[src/rtl/regfile_bist_pkg.sv]
`default_nettype none
// ============================================================================
// Module   : regfile_bist_pkg
// Purpose  : State encoding and test-pattern helpers for the register-file BIST
// Revision : 1.0
// ============================================================================
package regfile_bist_pkg;

  typedef enum logic [1:0] {
    ST_IDLE  = 2'd0,
    ST_WRITE = 2'd1,
    ST_READ  = 2'd2,
    ST_DONE  = 2'd3
  } state_e;

  localparam logic [31:0] PAT_BASE = 32'hA5A5_0000;

  // Phase 1 stores the complement so every cell is exercised at both polarities.
  function automatic logic [31:0] pattern(input logic [31:0] addr, input logic phase);
    logic [31:0] p0;
    p0 = PAT_BASE | addr;
    return phase ? ~p0 : p0;
  endfunction

  function automatic logic [31:0] expected(input logic [31:0] addr, input logic phase,
                                           input logic skip_r0);
    if (skip_r0 && (addr == 32'd0)) return 32'd0;
    return pattern(addr, phase);
  endfunction

endpackage
`default_nettype wire

[src/rtl/regfile_bist.sv]
`default_nettype none
// ============================================================================
// Module   : regfile_bist
// Purpose  : Write/read-back self-test initiator for a 2R1W register file
// Revision : 1.0
// ============================================================================
module regfile_bist
  import regfile_bist_pkg::*;
#(
  parameter int ADDR_W  = 6,
  parameter int DATA_W  = 32,
  parameter bit SKIP_R0 = 1'b0
) (
  input  logic              clk,
  input  logic              rst,
  input  logic              start,
  output logic              busy,
  output logic              done,
  output logic              pass,
  output logic [ADDR_W-1:0] fail_addr,
  output logic [DATA_W-1:0] fail_data,
  output logic              fail_port,
  output logic              fail_phase,
  output logic [ADDR_W-1:0] address_a,
  output logic [ADDR_W-1:0] address_b,
  output logic [ADDR_W-1:0] address_w,
  output logic [DATA_W-1:0] busW,
  output logic              RegWr,
  input  logic [DATA_W-1:0] busA,
  input  logic [DATA_W-1:0] busB
);

  localparam logic [ADDR_W-1:0] K_LAST = '1;

  state_e              state_q, state_d;
  logic [ADDR_W-1:0]   k_q, k_d;
  logic                phase_q, phase_d;
  logic                pass_q, pass_d;
  logic [ADDR_W-1:0]   fail_addr_q, fail_addr_d;
  logic [DATA_W-1:0]   fail_data_q, fail_data_d;
  logic                fail_port_q, fail_port_d;
  logic                fail_phase_q, fail_phase_d;

  logic [ADDR_W-1:0]   k_mirror;
  logic [DATA_W-1:0]   pat_w, exp_a, exp_b;
  logic                mis_a, mis_b;
  logic                in_write, in_read;

  // Port B walks the array from the top so both ports cover every entry per pass.
  assign k_mirror = ~k_q;
  assign pat_w    = DATA_W'(pattern(32'(k_q), phase_q));
  assign exp_a    = DATA_W'(expected(32'(k_q), phase_q, SKIP_R0));
  assign exp_b    = DATA_W'(expected(32'(k_mirror), phase_q, SKIP_R0));
  assign mis_a    = (busA != exp_a);
  assign mis_b    = (busB != exp_b);

  always_comb begin
    state_d      = state_q;
    k_d          = k_q;
    phase_d      = phase_q;
    pass_d       = pass_q;
    fail_addr_d  = fail_addr_q;
    fail_data_d  = fail_data_q;
    fail_port_d  = fail_port_q;
    fail_phase_d = fail_phase_q;
    case (state_q)
      ST_IDLE: begin
        if (start) begin
          state_d      = ST_WRITE;
          k_d          = '0;
          phase_d      = 1'b0;
          pass_d       = 1'b0;
          fail_addr_d  = '0;
          fail_data_d  = '0;
          fail_port_d  = 1'b0;
          fail_phase_d = 1'b0;
        end
      end
      ST_WRITE: begin
        k_d = k_q + ADDR_W'(1);
        if (k_q == K_LAST) state_d = ST_READ;
      end
      ST_READ: begin
        k_d = k_q + ADDR_W'(1);
        if (mis_a || mis_b) begin
          // Port A wins a same-cycle double mismatch.
          state_d      = ST_DONE;
          k_d          = '0;
          pass_d       = 1'b0;
          fail_phase_d = phase_q;
          fail_port_d  = ~mis_a;
          fail_addr_d  = mis_a ? k_q  : k_mirror;
          fail_data_d  = mis_a ? busA : busB;
        end else if (k_q == K_LAST) begin
          if (!phase_q) begin
            state_d = ST_WRITE;
            phase_d = 1'b1;
          end else begin
            state_d = ST_DONE;
            pass_d  = 1'b1;
          end
        end
      end
      ST_DONE: begin
        state_d = ST_IDLE;
      end
      default: begin
        state_d = ST_IDLE;
      end
    endcase
  end

  always_ff @(posedge clk or posedge rst) begin
    if (rst) begin
      state_q      <= ST_IDLE;
      k_q          <= '0;
      phase_q      <= 1'b0;
      pass_q       <= 1'b0;
      fail_addr_q  <= '0;
      fail_data_q  <= '0;
      fail_port_q  <= 1'b0;
      fail_phase_q <= 1'b0;
    end else begin
      state_q      <= state_d;
      k_q          <= k_d;
      phase_q      <= phase_d;
      pass_q       <= pass_d;
      fail_addr_q  <= fail_addr_d;
      fail_data_q  <= fail_data_d;
      fail_port_q  <= fail_port_d;
      fail_phase_q <= fail_phase_d;
    end
  end

  // Register-file side is decoded from state only, so reset silences it at once.
  assign in_write   = (state_q == ST_WRITE);
  assign in_read    = (state_q == ST_READ);
  assign busy       = in_write || in_read;
  assign done       = (state_q == ST_DONE);
  assign RegWr      = in_write;
  assign address_w  = in_write ? k_q      : '0;
  assign busW       = in_write ? pat_w    : '0;
  assign address_a  = in_read  ? k_q      : '0;
  assign address_b  = in_read  ? k_mirror : '0;
  assign pass       = pass_q;
  assign fail_addr  = fail_addr_q;
  assign fail_data  = fail_data_q;
  assign fail_port  = fail_port_q;
  assign fail_phase = fail_phase_q;

endmodule
`default_nettype wire

[config.mk]
export PLATFORM = sky130hd
export DESIGN_NAME = regfile_bist
export DESIGN_NICKNAME = d
export VERILOG_FILES = /design/src/rtl/regfile_bist_pkg.sv /design/src/rtl/regfile_bist.sv
export SDC_FILE = /design/constraint.sdc
export NUM_CORES = 1
export LEC_CHECK = 0
export ABC_AREA = 1
export CORE_ASPECT_RATIO = 0.8
export CORE_MARGIN = 1.5
export CORE_UTILIZATION = 45
export CTS_CLUSTER_DIAMETER = 100
export DETAILED_ROUTE_END_ITERATION = 8
export PLACE_DENSITY = 0.86
export SETUP_SLACK_MARGIN = 0.05
export SLEW_MARGIN = 5
export SYNTH_ARGS = -nofsm -noshare
export SYNTH_HDL_FRONTEND = slang
export SYNTH_SLANG_ARGS = --single-unit
[constraint.sdc]
create_clock -name clk -period 2.7 [get_ports clk]
set_input_delay 0.54 -clock clk [delete_from_list [all_inputs] [get_ports clk]]
set_output_delay 0.54 -clock clk [all_outputs]
set_load 0.1 [all_outputs]
==> results.txt, run 1 <==
Die width - 110.5 µm
Setup Skew - 0.005527 ns
Synth area leaders - dfrtp_1, nand2_1, nand3_1
Largest net degree at the start of global routing - 34
Worst-Skew Late Latency - 0.29 ns
Worst-path fanout max - 8
DP HPWL - 10.59 mm
Top Usage Layer GRT - met2
Antenna violations before repair - 0
First-pass GRT wire length - 21.68 mm
Flops & latches, synth - 50
Syn-to-layout area delta - 50.17%
Post-synth ARST share - 100.0%
CORE AREA - 9037 µm²
CP Cell Sequence - inv_1, ha_2, inv_1, nor2_4, buf_4, buf_12
VDD IR-drop max - 0.8841 mV
Slowest stage cell, crit path - dfrtp_1
Largest stage delay, worst path - 0.42 ns
Port bufs - 160
Relative slew margins - 48.59%
P_leak - 3.242 nW
Ports - 161
Remaining Overflow, GRT - 0
Root Buffer - clkbuf_16
Synth top area share - 30.06%
Antenna diode count - 0
# nets final - 892
Overall Global Routing Usage - 27.15%
CP Capture Type - output pin
Die area - 9840 µm²
GP Congestion - 1.026
Die Ht - 89.03 µm
Starting Density - 46.06%
TritonCTS buffer count - 5
Slew @ Worst Pin - 0.7631 ns
TritonCTS clock tree - done
Max-slew violation count - 0
Bufs on Longest Clock Path - 2
Min Tclk post-route - 2.492 ns
Worst Setup Start Kind - register
GRT met3 Usage - 4.746%
Clock sinks - 50
# rows - 31
Most frequent CP cell - inv_1
Vias in the first global route - 4492
Max Freq - 0.4013 GHz
Worst-path clk slew - 0.07 ns
Netlist cell types - 29
Max-cap violation count - 0
WL final - 13.57 mm
Share of layout cells above drive strength 1 - 18.88%
Yosys Warn Count - 0
Final setup fails - 0
Type of the worst setup path - register to output pin
Final worst setup slack - 0.2082 ns
Sequential area share after synthesis - 30.06%
Pwr dens - 1172 nW/µm²
Vias per inst - 5.226
Worst slack, placed - 0.02803 ns
Worst reg2reg path depth - 12
RSZ-0062 raised after global routing - false
Routed Antenna Nets - 0
Vias - 4892
Worst hold stages - 2
H-tree depth - 2
Residual DRC count - 0
Avg WL per Cell - 14.50 µm
Mean Syn Cell Area - 6.077 µm²
Count of hold-fix buffers inserted at cts - 0
Worst EP arrival - 1.95 ns
Post-synth EDFFs - 0
Post-synth top area cell - dfrtp_1
Layout fillers - 764
Mapped Cells - 685
Commonest cells post-synth - nand2_1, nor2_1, inv_1
Starting DRC count in detailed routing - 427
Most common cell in the synthesized netlist - nand2_1
Critical Path RT - 2.16 ns
Primary FF master, synth - dfrtp_1
Post-Syn Nets - 757
Met1 Track Usage GR - 36.87%
Met2 Track Usage GR - 45.79%
Setup TNS - 0 ns
Post-synth design cell area - 4163 µm²
DR pass1 iterations - 5
Period utilization - 92.29%
Outcome - completed
Final hold violation count - 0
Path type of the worst min-delay path - register to register
## what timing repair did
action | CTS | global route
endpoints found under the setup margin | 0 | 44
buffers inserted | 0 | 2
gates resized for setup | 0 | 7
## metrics by stage
step | utilization, % | hold WS, ns | instances | total power [mW] | cell area, µm²
final | 69.17 | 0.4815 | 936 | 7.325 | 6251
after global routing | 69.17 | 0.5050 | 936 | 7.631 | 6251
after CTS | 68.79 | 0.4859 | 934 | 7.291 | 6217
after detailed placement | 66.97 | 0.4664 | 926 | 6.560 | 6052
after global placement | 66.97 | 0.4683 | 926 | 6.475 | 6052
after floorplan | - | 0.5077 | 685 | 5.133 | 4197
## final timing paths
check,startpoint,to,slack [ns]
setup / recovery,state_q[1],busW[31],0.21
hold / removal,fail_data[13],fail_data[13],0.48
setup reg to reg,phase_q,fail_data[23],0.35
hold reg to reg,fail_data[13],fail_data[13],0.48
max in group asynchronous,rst,fail_addr[5],1.49
min in group asynchronous,rst,fail_data[26],0.66
## cell families after synthesis
| group | synth area share (%) |
|---|---|
| xor+xnor | 1.683 |
| simple gates | 42.50 |
| fa+ha+maj | 1.503 |
| buf+inv | 16.05 |
| compound gates | 8.206 |
| flops | 30.06 |
## power breakdown
| group | internal, mW | switching (mW) | total (mW) |
|---|---|---|---|
| Clock | 0.434 | 0.285 | 0.719 |
| Combinational | 1.51 | 4.02 | 5.54 |
| Sequential | 0.910 | 0.158 | 1.07 |
| Total | 2.86 | 4.47 | 7.32 |
## layout by cell type, fill, tap and decap left out, drive strengths merged
cell and n:
clkdlybuf4s50 66, a22oi 1, nor3 12, clkinv 2, inv 72, o21bai 1
buf 115, dfrtp 50, nor3b 2, a21oi 14, clkinvlp 2, xnor2 4
xor2 4, clkbuf 5, nand3b 3, ha 5, bufinv 1, nand4 6
nor2 73, nand3 57, o21ai 49, nand2 277
## registers in the layout, indices dropped and copies added, names as in the netlist
| register | flops |
|---|---|
| fail_data | 32 |
| fail_addr | 6 |
| k_q | 6 |
| state_q | 2 |
| fail_phase | 1 |
| fail_port | 1 |
| pass | 1 |
| phase_q | 1 |
## layout make-up
| cell class | count | area, µm² | area share [%] |
|---|---|---|---|
| Clock buffer | 5 | 125.1 | 2.002 |
| Tap cell | 115 | 143.9 | 2.302 |
| Sequential cell | 50 | 1252 | 20.04 |
| Inverter | 74 | 292.8 | 4.684 |
| Timing Repair Buffer | 181 | 2116 | 33.85 |
| Multi-Input combinational cell | 508 | 2281 | 36.49 |
| Clock inverter | 3 | 40.04 | 0.6405 |
## metal layers
metal	wire, µm	vias up
met4	197	0
met3	1235	25
li1	-	2364
met1	5802	2222
met2	6338	281
met5	0	-
## worst max-delay path: cells and delay by family, from the launching register on
family,cells,cell delay (ns)
buffers and inverters,4,0.85
DFF,1,0.42
adders and majority gates,1,0.26
and+or+nand+nor,1,0.14
Note: power is estimated with default switching activity, not from simulation.
==> inputs of run 2 (changes only) <==
- CORE_UTILIZATION: 45 -> 46
- CTS_BUF_LIST: unset -> sky130_fd_sc_hd__clkbuf_8
- PLACE_DENSITY: 0.86 -> 0.88
==> run 2 against run 1 <==
  * Flip-flop and latch count stayed put
  * Power decreased by 2.1%
  * Clock skew down 0.00089 ns
  * Core utilization grew 2.7 points
  * Critical path type unchanged
  * Fmax is 1.4% higher
  * Largest cell class unchanged
==> results.txt, run 2 (same netlist as run 1, synthesis figures left out) <==
CP Capture Type - output pin (unchanged)
Slowest stage cell, crit path - dfrtp_1 (unchanged)
Share of layout cells above drive strength 1 - 18.76% (was 18.88%)
Antenna violations before repair - 0 (unchanged)
Critical Path End - address_a[3] (was busW[31])
Setup TNS - 0 ns (unchanged)
Max Freq - 0.4071 GHz (was 0.4013 GHz)
Period utilization - 90.98% (was 92.29%)
Worst-Skew Late Latency - 0.31 ns (was 0.29 ns)
RSZ-0062 raised after global routing - false (unchanged)
Bufs on Longest Clock Path - 2 (unchanged)
Most frequent cells in the layout - nand2_1, inv_1, buf_4, clkdlybuf4s50_1, nor2_1 (unchanged)
Worst Setup Start Kind - register (unchanged)
DP HPWL - 11.07 mm (was 10.59 mm)
Syn-to-layout area delta - 49.02% (was 50.17%)
Avg WL per Cell - 15.28 µm (was 14.50 µm)
Starting Density - 48.22% (was 46.06%)
WL final - 14.26 mm (was 13.57 mm)
Path type of the worst min-delay path - register to register (unchanged)
Slew @ Worst Pin - 0.8570 ns (was 0.7631 ns)
Count of hold-fix buffers inserted at cts - 0 (unchanged)
Final setup fails - 0 (unchanged)
# nets final - 893 (was 892)
Die width - 109.4 µm (was 110.5 µm)
Critical Path RT - 2.16 ns (about the same)
First-pass GRT wire length - 22.09 mm (was 21.68 mm)
Die area - 9633 µm² (was 9840 µm²)
Min Tclk post-route - 2.457 ns (was 2.492 ns)
TritonCTS clock tree - done (unchanged)
Vias per inst - 5.305 (was 5.226)
Worst-path clk slew - 0.10 ns (was 0.07 ns)
Pwr dens - 1156 nW/µm² (was 1172 nW/µm²)
H-tree depth - 2 (unchanged)
Reg-to-reg endpoint - fail_addr[5] (was fail_data[23])
DR pass1 iterations - 5 (unchanged)
Relative slew margins - 42.26% (was 48.59%)
Root Buffer - clkbuf_8 (was clkbuf_16)
Overall Global Routing Usage - 29.42% (was 27.15%)
Worst reg2reg path depth - 13 (was 12)
HP Start - fail_data[25] (was fail_data[13])
Final hold violation count - 0 (unchanged)
Starting DRC count in detailed routing - 404 (was 427)
# rows - 30 (was 31)
Final worst setup slack - 0.2434 ns (was 0.2082 ns)
Die Ht - 88.09 µm (was 89.03 µm)
Most frequent CP cell - inv_1 (unchanged)
Largest net degree at the start of global routing - 48 (was 34)
CORE AREA - 8633 µm² (was 9037 µm²)
Routed Antenna Nets - 0 (unchanged)
Vias - 4950 (was 4892)
Setup Skew - 0.004639 ns (was 0.005527 ns)
P_leak - 3.224 nW (was 3.242 nW)
Type of the worst setup path - register to output pin (unchanged)
TritonCTS buffer count - 5 (unchanged)
RR Startpoint - phase_q (unchanged)
Worst-path fanout max - 13 (was 8)
Worst hold margin - 0.4932 ns (was 0.4815 ns)
Clock sinks - 50 (unchanged)
Port bufs - 160 (unchanged)
VDD IR-drop max - 1.036 mV (was 0.8841 mV)
CP startpoint - state_q[0] (was state_q[1])
Remaining Overflow, GRT - 0 (unchanged)
Largest stage delay, worst path - 0.43 ns (was 0.42 ns)
Antenna diode count - 0 (unchanged)
Max-cap violation count - 0 (unchanged)
CP Cell Sequence - inv_1, ha_1, buf_4, nand2_1, inv_1, buf_12 (was inv_1, ha_2, inv_1, nor2_4, buf_4, buf_12)
Max reg flops - 32 (unchanged)
Worst slack, placed - -0.04744 ns (was 0.02803 ns)
Worst EP arrival - 1.92 ns (was 1.95 ns)
Most common cell after layout, fill and taps aside - nand2_1 (unchanged)
Ports - 161 (unchanged)
FF-to-FF setup slack - 0.26 ns (was 0.35 ns)
Residual DRC count - 0 (unchanged)
Outcome - completed (unchanged)
Max-slew violation count - 0 (unchanged)
GP Congestion - 0.8988 (was 1.026)
Vias in the first global route - 4556 (was 4492)
run 2: cell type report:
class,instances,area (µm²)
fill,733,2430
sequential,50,1252
clock inverter,1,30.03
timing repair buffer,182,2132
tap,112,140.1
inverter,74,290.3
clock buffer,6,82.58
multi-input combinational,508,2276
run 2: worst min path at each step:
stage / to / cells past startpoint / slack [ns]
6_report: fail_data[25] / 2 / 0.49
5_1_grt: fail_data[29] / 2 / 0.51
4_1_cts: fail_data[27] / 2 / 0.49
3_5_place_dp: fail_data[27] / 2 / 0.47
3_3_place_gp: fail_data[30] / 2 / 0.46
2_1_floorplan: state_q[1] / 2 / 0.51
run 2: metrics by stage:
stage	util, %	instances	cell area (µm²)	power (mW)
after floorplan	-	685	4197	5.133
after global placement	70.20	923	6061	6.499
after detailed placement	70.20	923	6061	6.590
after CTS	71.51	930	6173	7.159
after global routing	71.86	933	6203	7.478
final	71.86	933	6203	7.169
run 2: per-layer routing:
metal	track usage [%]	wire length, µm	up-vias
met5	0	0	-
met4	7.674	248	0
met3	5.134	1510	35
met2	48.50	6471	310
met1	39.95	6023	2238
li1	-	-	2367
run 2: power by group:
group,switching (mW),internal [mW],total (mW)
Clock,0.269,0.297,0.567
Sequential,0.128,0.909,1.04
Combinational,4.05,1.52,5.57
run 2: worst max-delay path, delay by kind of cell, from the launching register on:
| kind | cells | cell delay [ns] |
|---|---|---|
| flops | 1 | 0.43 |
| buf+inv | 4 | 0.69 |
| fa+ha+maj | 1 | 0.38 |
| simple gates | 1 | 0.11 |
run 2: what timing repair did:
action,CTS,global route
setup buffers,0,3
endpoints found under the setup margin,0,16
gates resized for setup,0,3
==> inputs of run 3 (changes only) <==
- CTS_CLUSTER_DIAMETER: 100 -> unset
==> results of run 3 <==
The final DEF is identical to that of run 2; final timing and power are the same.
